==> config.mk <==
export PLATFORM = sky130hd
export DESIGN_NAME = mult_reservation_station
export DESIGN_NICKNAME = d
export VERILOG_FILES = /design/src/rtl/mult_reservation_station.sv
export SDC_FILE = /design/constraint.sdc
export NUM_CORES = 2
export LEC_CHECK = 0
export CORE_UTILIZATION = 40
export CTS_CLUSTER_SIZE = 40
export DETAILED_ROUTE_END_ITERATION = 12
export PLACE_DENSITY_LB_ADDON = 0.25
export SLEW_MARGIN = 20
export SYNTH_ARGS = -nofsm -noshare
export SYNTH_HDL_FRONTEND = slang
export SYNTH_SLANG_ARGS = --single-unit
==> constraint.sdc <==
create_clock -name clk_i -period 4.5 [get_ports clk_i]
set_input_delay 0.675 -clock clk_i [delete_from_list [all_inputs] [get_ports clk_i]]
set_output_delay 0.675 -clock clk_i [all_outputs]
set_load 0.05 [all_outputs]
==> src/rtl/mult_reservation_station.sv <==
// Multiplier reservation station: a collapsing queue of RSdepth entries with CDB snooping.
// Slot 0 is always the oldest entry and occupied slots are contiguous from slot 0.
// The lowest-index entry with both operands ready is offered on readyRS_o/stallRS_i.
// Optional build macro MULT_RS_FLUSH_EN adds a flush_i port that clears the station.
module mult_reservation_station #(
   parameter int unsigned ROBsize    = 32,
   parameter int unsigned ROBsizeLog = $clog2(ROBsize + 1),
   parameter int unsigned RSdepth    = 4
) (
   input  logic                  clk_i,
   input  logic                  reset_i,
`ifdef MULT_RS_FLUSH_EN
   input  logic                  flush_i,
`endif
   input  logic                  dispatchValid_i,
   input  logic [9:0]            dispatchCommands_i,
   input  logic [ROBsizeLog-1:0] dispatchTag_i,
   input  logic [63:0]           dispatchVal1_i,
   input  logic [63:0]           dispatchVal2_i,
   input  logic                  dispatchVal1Ready_i,
   input  logic                  dispatchVal2Ready_i,
   input  logic [ROBsizeLog-1:0] dispatchVal1Tag_i,
   input  logic [ROBsizeLog-1:0] dispatchVal2Tag_i,
   output logic                  dispatchStall_o,
   input  logic                  cdbValid_i,
   input  logic [ROBsizeLog-1:0] cdbTag_i,
   input  logic [63:0]           cdbVal_i,
   output logic [63:0]           reservationStationVal1_o,
   output logic [63:0]           reservationStationVal2_o,
   output logic [9:0]            reservationStationCommands_o,
   output logic [ROBsizeLog-1:0] reservationStationTag_o,
   output logic                  readyRS_o,
   input  logic                  stallRS_i
);

   localparam int unsigned CntW = $clog2(RSdepth + 1);

   typedef struct packed {
      logic [9:0]            cmd;
      logic [ROBsizeLog-1:0] tag;
      logic [63:0]           val1;
      logic                  rdy1;
      logic [ROBsizeLog-1:0] wtag1;
      logic [63:0]           val2;
      logic                  rdy2;
      logic [ROBsizeLog-1:0] wtag2;
   } entry_t;

   entry_t            ent_q [RSdepth];
   entry_t            ent_d [RSdepth];
   // Snooped view of the current slots; the extra zero slot feeds the top slot on a shift.
   entry_t            snp   [RSdepth+1];
   entry_t            new_ent;
   entry_t            iss_ent;
   logic [CntW-1:0]   count_q;
   logic [CntW-1:0]   count_d;
   logic [CntW-1:0]   tail;
   logic [RSdepth-1:0] sel_oh;
   logic              sel_found;
   logic              full;
   logic              do_issue;
   logic              do_disp;
   logic              shift_run;

   assign full      = (count_q == CntW'(RSdepth));
   assign do_issue  = sel_found & ~stallRS_i;
   assign do_disp   = dispatchValid_i & ~full;
   // Slot receiving a dispatch, after any compaction from this cycle's issue.
   assign tail      = count_q - CntW'(do_issue);

   assign dispatchStall_o = full;

   // Apply this cycle's CDB broadcast to every occupied, still-waiting operand.
   always_comb begin
      for (int i = 0; i < int'(RSdepth); i++) begin
         snp[i] = ent_q[i];
         if (cdbValid_i && (i < int'(count_q))) begin
            if (!ent_q[i].rdy1 && (ent_q[i].wtag1 == cdbTag_i)) begin
               snp[i].val1 = cdbVal_i;
               snp[i].rdy1 = 1'b1;
            end
            if (!ent_q[i].rdy2 && (ent_q[i].wtag2 == cdbTag_i)) begin
               snp[i].val2 = cdbVal_i;
               snp[i].rdy2 = 1'b1;
            end
         end
      end
      snp[RSdepth] = '0;
   end

   // Build the incoming entry, capturing a same-cycle CDB result for a waiting operand.
   always_comb begin
      new_ent       = '0;
      new_ent.cmd   = dispatchCommands_i;
      new_ent.tag   = dispatchTag_i;
      new_ent.val1  = dispatchVal1_i;
      new_ent.rdy1  = dispatchVal1Ready_i;
      new_ent.wtag1 = dispatchVal1Tag_i;
      new_ent.val2  = dispatchVal2_i;
      new_ent.rdy2  = dispatchVal2Ready_i;
      new_ent.wtag2 = dispatchVal2Tag_i;
      if (cdbValid_i && !dispatchVal1Ready_i && (dispatchVal1Tag_i == cdbTag_i)) begin
         new_ent.val1 = cdbVal_i;
         new_ent.rdy1 = 1'b1;
      end
      if (cdbValid_i && !dispatchVal2Ready_i && (dispatchVal2Tag_i == cdbTag_i)) begin
         new_ent.val2 = cdbVal_i;
         new_ent.rdy2 = 1'b1;
      end
   end

   // Oldest-first select among registered entries; stallRS_i is deliberately not an input here.
   always_comb begin
      sel_oh    = '0;
      sel_found = 1'b0;
      for (int i = 0; i < int'(RSdepth); i++) begin
         if (!sel_found && (i < int'(count_q)) && ent_q[i].rdy1 && ent_q[i].rdy2) begin
            sel_oh[i] = 1'b1;
            sel_found = 1'b1;
         end
      end
   end

   // Issue mux; all-zero when nothing is selected.
   always_comb begin
      iss_ent = '0;
      for (int i = 0; i < int'(RSdepth); i++) begin
         if (sel_oh[i]) begin
            iss_ent = ent_q[i];
         end
      end
   end

   assign readyRS_o                    = sel_found;
   assign reservationStationVal1_o     = iss_ent.val1;
   assign reservationStationVal2_o     = iss_ent.val2;
   assign reservationStationCommands_o = iss_ent.cmd;
   assign reservationStationTag_o      = iss_ent.tag;

   // Next state: collapse over the issued slot, then place any dispatch at the tail.
   always_comb begin
      shift_run = 1'b0;
      for (int i = 0; i < int'(RSdepth); i++) begin
         shift_run = shift_run | (do_issue & sel_oh[i]);
         ent_d[i]  = shift_run ? snp[i+1] : snp[i];
         if (do_disp && (int'(tail) == i)) begin
            ent_d[i] = new_ent;
         end
      end
      count_d = count_q + CntW'(do_disp) - CntW'(do_issue);
`ifdef MULT_RS_FLUSH_EN
      // Flush wins over any dispatch or issue in the same cycle.
      if (flush_i) begin
         count_d = '0;
         for (int i = 0; i < int'(RSdepth); i++) begin
            ent_d[i] = '0;
         end
      end
`endif
   end

   // State registers with asynchronous active-low reset.
   always_ff @(posedge clk_i or negedge reset_i) begin
      if (!reset_i) begin
         count_q <= '0;
         for (int i = 0; i < int'(RSdepth); i++) begin
            ent_q[i] <= '0;
         end
      end else begin
         count_q <= count_d;
         for (int i = 0; i < int'(RSdepth); i++) begin
            ent_q[i] <= ent_d[i];
         end
      end
   end

endmodule

==> metrics.txt <==
outcome=completed; number of violations of the max-capacitance limit=0; First-pass DRT Iterations=10; HPWL reported at the end of detailed placement=roughly 84,000 um; TritonCTS Sinks=about 640; Max Clock Skew=roughly 0.03 ns; layout overhead on the synthesized area=21.5%; nets@finish=roughly 4.3k; worst skew pair latency=0.64 ns; global-route usage over all layers=between 30% and 40%; launch point of the worst path=count_q[2]; maximum number of pins on one net before global-route repair=about 140; area used by sequential logic in the layout=15,900 um2; overall routed net length=147,000 um; Die W=approximately 300 um; antenna violations before repair=5; Synth Flop Type=sky130_fd_sc_hd__dfrtp_1; multi-input gate area in the final layout=about 19,000 um2; per-cell via count in the routed design=6.59; First DRT Iteration DRCs=between 4k and 5k; cell accounting for the most synthesized area=sky130_fd_sc_hd__dfrtp_1; filler cell count in the final layout=about 8.4k; number of instances in the synthesized netlist=3,900; io pins=roughly 380; H-tree depth=3; Period Utilization, post-route=95.3%; Chip Height=roughly 300 um; kind of critical path=reg -> out; RSZ-0062 raised after global routing=false; clock root buffer=sky130_fd_sc_hd__clkbuf_16; global-route wire length before repair=around 220,000 um; number of placement rows=110; total number of vias=between 30k and 40k; CTS tree=yes; Max IR drop VDD=between 0.0008 and 0.0009 V; power consumption=~42 mW; Die Outline Area=slightly above 90,000 um2; total count of max-transition violations in the final report=0; Power per Cell Area=between 900 and 1000 nW/um2; worst slew margin relative to its limit=about a third; share of final-layout standard cells stronger than drive strength 1=between 10% and 20%; Least-Margin Pin Slew=roughly 1.0 ns; crit path max fanout=27; capturing element type of the critical path=output pin; reg-to-reg startpoint=count_q[2]; Max Buffers Root-to-Sink=3; syn_area_per_cell=9.31 um2; port bufs=378; Setup violations, final=0; total overflow reported by the global router=0; f_max=roughly 230 MHz; flip-flop and latch count after synthesis=roughly 640; number of buffers inserted for hold repair after clock tree synthesis=0; register area share after synthesis=about 44%; WP data arrival=~3.6 ns; nets in the synthesized netlist=4,140; met1 global-route usage=between 40% and 50%; routability congestion estimate from global placement=0.864; vias in the first global route=about 34k; Worst-path clk slew=approximately 0.060 ns; met3 GRT Util=between 5 and 6%; post-synth design cell area=approximately 36,000 um2; initial standard-cell utilization of the core=40.4%; core footprint=around 90,000 um2; top cells by area in the synthesized netlist=sky130_fd_sc_hd__dfrtp_1 44%, sky130_fd_sc_hd__mux2i_1 10%, sky130_fd_sc_hd__o22ai_1 5.5%, sky130_fd_sc_hd__nor2_1 4.7%, sky130_fd_sc_hd__o221ai_1 4.6%; Startpoint Class=flip-flop; M2 GR Usage=between 40% and 50%; clock buffer count from CTS=76; cell with the most instances after synthesis=sky130_fd_sc_hd__dfrtp_1; Hold Path Class=in -> async; Antenna Nets Post-Route=0; DRC errors left=0; number of enable-type register cells in the synthesized netlist=0; Yosys warning count=0; average detailed-routed wire length per instance=between 20 and 30 um; proportion of netlist area held by the largest area contributor=about 44%; grt peak-use layer=met2; Async S/R FF share, synth=100%; shortest period the worst path allows=approximately 4.3 ns; final setup TNS=0 ns; data required time at the worst endpoint=3.83 ns; number of unique standard cell types used by synthesis=60; final hold violations=0; Leak Pwr=roughly 20 nW; ranking of synthesized cells by instance count=635 x sky130_fd_sc_hd__dfrtp_1, 450 x sky130_fd_sc_hd__nor2_1, 442 x sky130_fd_sc_hd__nand2_1
## repair_timing
| item | in CTS | in global routing |
|---|---|---|
| setup buffers | 0 | 0 |
| hold endpoints to repair | 0 | 0 |
| resized for setup | 0 | 12 |
| endpoints found under the setup margin | 0 | 22 |
## cells in the final DEF (no fill, tap or decap), drive strengths merged, types with 34 or more instances in the layout
cell,instances
a221oi,129
inv,79
o22ai,321
mux2,67
a31oi,93
clkbuf,113
o21ai,61
o221ai,191
o21a,64
dfrtp,635
xor2,34
buf,246
mux2i,377
nor2,451
a21oi,160
clkdlybuf4s50,244
nor3,75
nand2,442
a222oi,144
## through the flow
| stage | utilization [%] | std cells | hold WS [ns] | area (um2) | setup WS, ns |
|---|---|---|---|---|---|
| floorplan | - | 3900 | 0.379 | 36300 | 0.982 |
| CTS | 49.0 | 5269 | 0.161 | 44100 | 0.00742 |
| global placement | 46.1 | 5130 | 0.506 | 41500 | 0.567 |
| detailed placement | 46.1 | 5130 | 0.513 | 41500 | 0.523 |
| finish | 49.0 | 5274 | 0.125 | 44100 | 0.213 |
| global route | 49.0 | 5272 | 0.182 | 44100 | 0.0272 |
## cells by family after synthesis
group,synth area share [%]
adders and majority gates,0.262
DFF,43.7
xor gates and xnor gates,1.47
buffers and inverters,6.00
AOI/OAI and AO/OA,24.7
muxes,12.5
and+or+nand+nor,11.4
## layout make-up
class                           count  area share (%)
Timing Repair Buffer              499            12.2
Antenna cell                        4          0.0227
Multi-Input combinational cell   2747            41.9
Clock inverter                     26           0.930
Inverter                           74           0.629
Clock buffer                      113            4.94
Sequential cell                   635            36.0
Tap cell                         1176            3.33
## final timing paths
check / to / slack, ns / cells past startpoint
max in group asynchronous: ent_q[374] / 3.23 / 2
min in group clk_i: ent_q[148] / 0.53 / 1
setup reg to reg: ent_q[270] / 0.47 / 14
setup / recovery: reservationStationCommands_o[5] / 0.21 / 8
hold / removal: ent_q[18] / 0.12 / 1
hold reg to reg: ent_q[148] / 0.53 / 1
## critical path, cell delays in order (launching register included)
cell and delay (ns):
sky130_fd_sc_hd__dfrtp_1 0.43, sky130_fd_sc_hd__inv_1 0.10, sky130_fd_sc_hd__ha_1 0.32, sky130_fd_sc_hd__or3_1 0.52
sky130_fd_sc_hd__nor2_4 0.21, sky130_fd_sc_hd__buf_12 0.24, sky130_fd_sc_hd__a222oi_1 0.15, sky130_fd_sc_hd__a21oi_1 0.19
sky130_fd_sc_hd__clkdlybuf4s50_1 0.83
## power breakdown
group / internal (mW) / switching, mW
Sequential: 8.56 / 2.01
Clock: 3.76 / 2.66
Combinational: 8.97 / 16.0
Total: 21.3 / 20.7
## flip-flops by register name, summed over array words and instances, names as in the netlist
signal / count
ent_q: 632
count_q: 3
## per-layer routing
layer | share of wire [%] | vias to the layer above
li1 | - | 14999
met1 | 40 | 17229
met2 | 47 | 2165
met3 | 10 | 363
met4 | 3.5 | 0
met5 | 0 | -
Power figures use the tool's default switching activity.
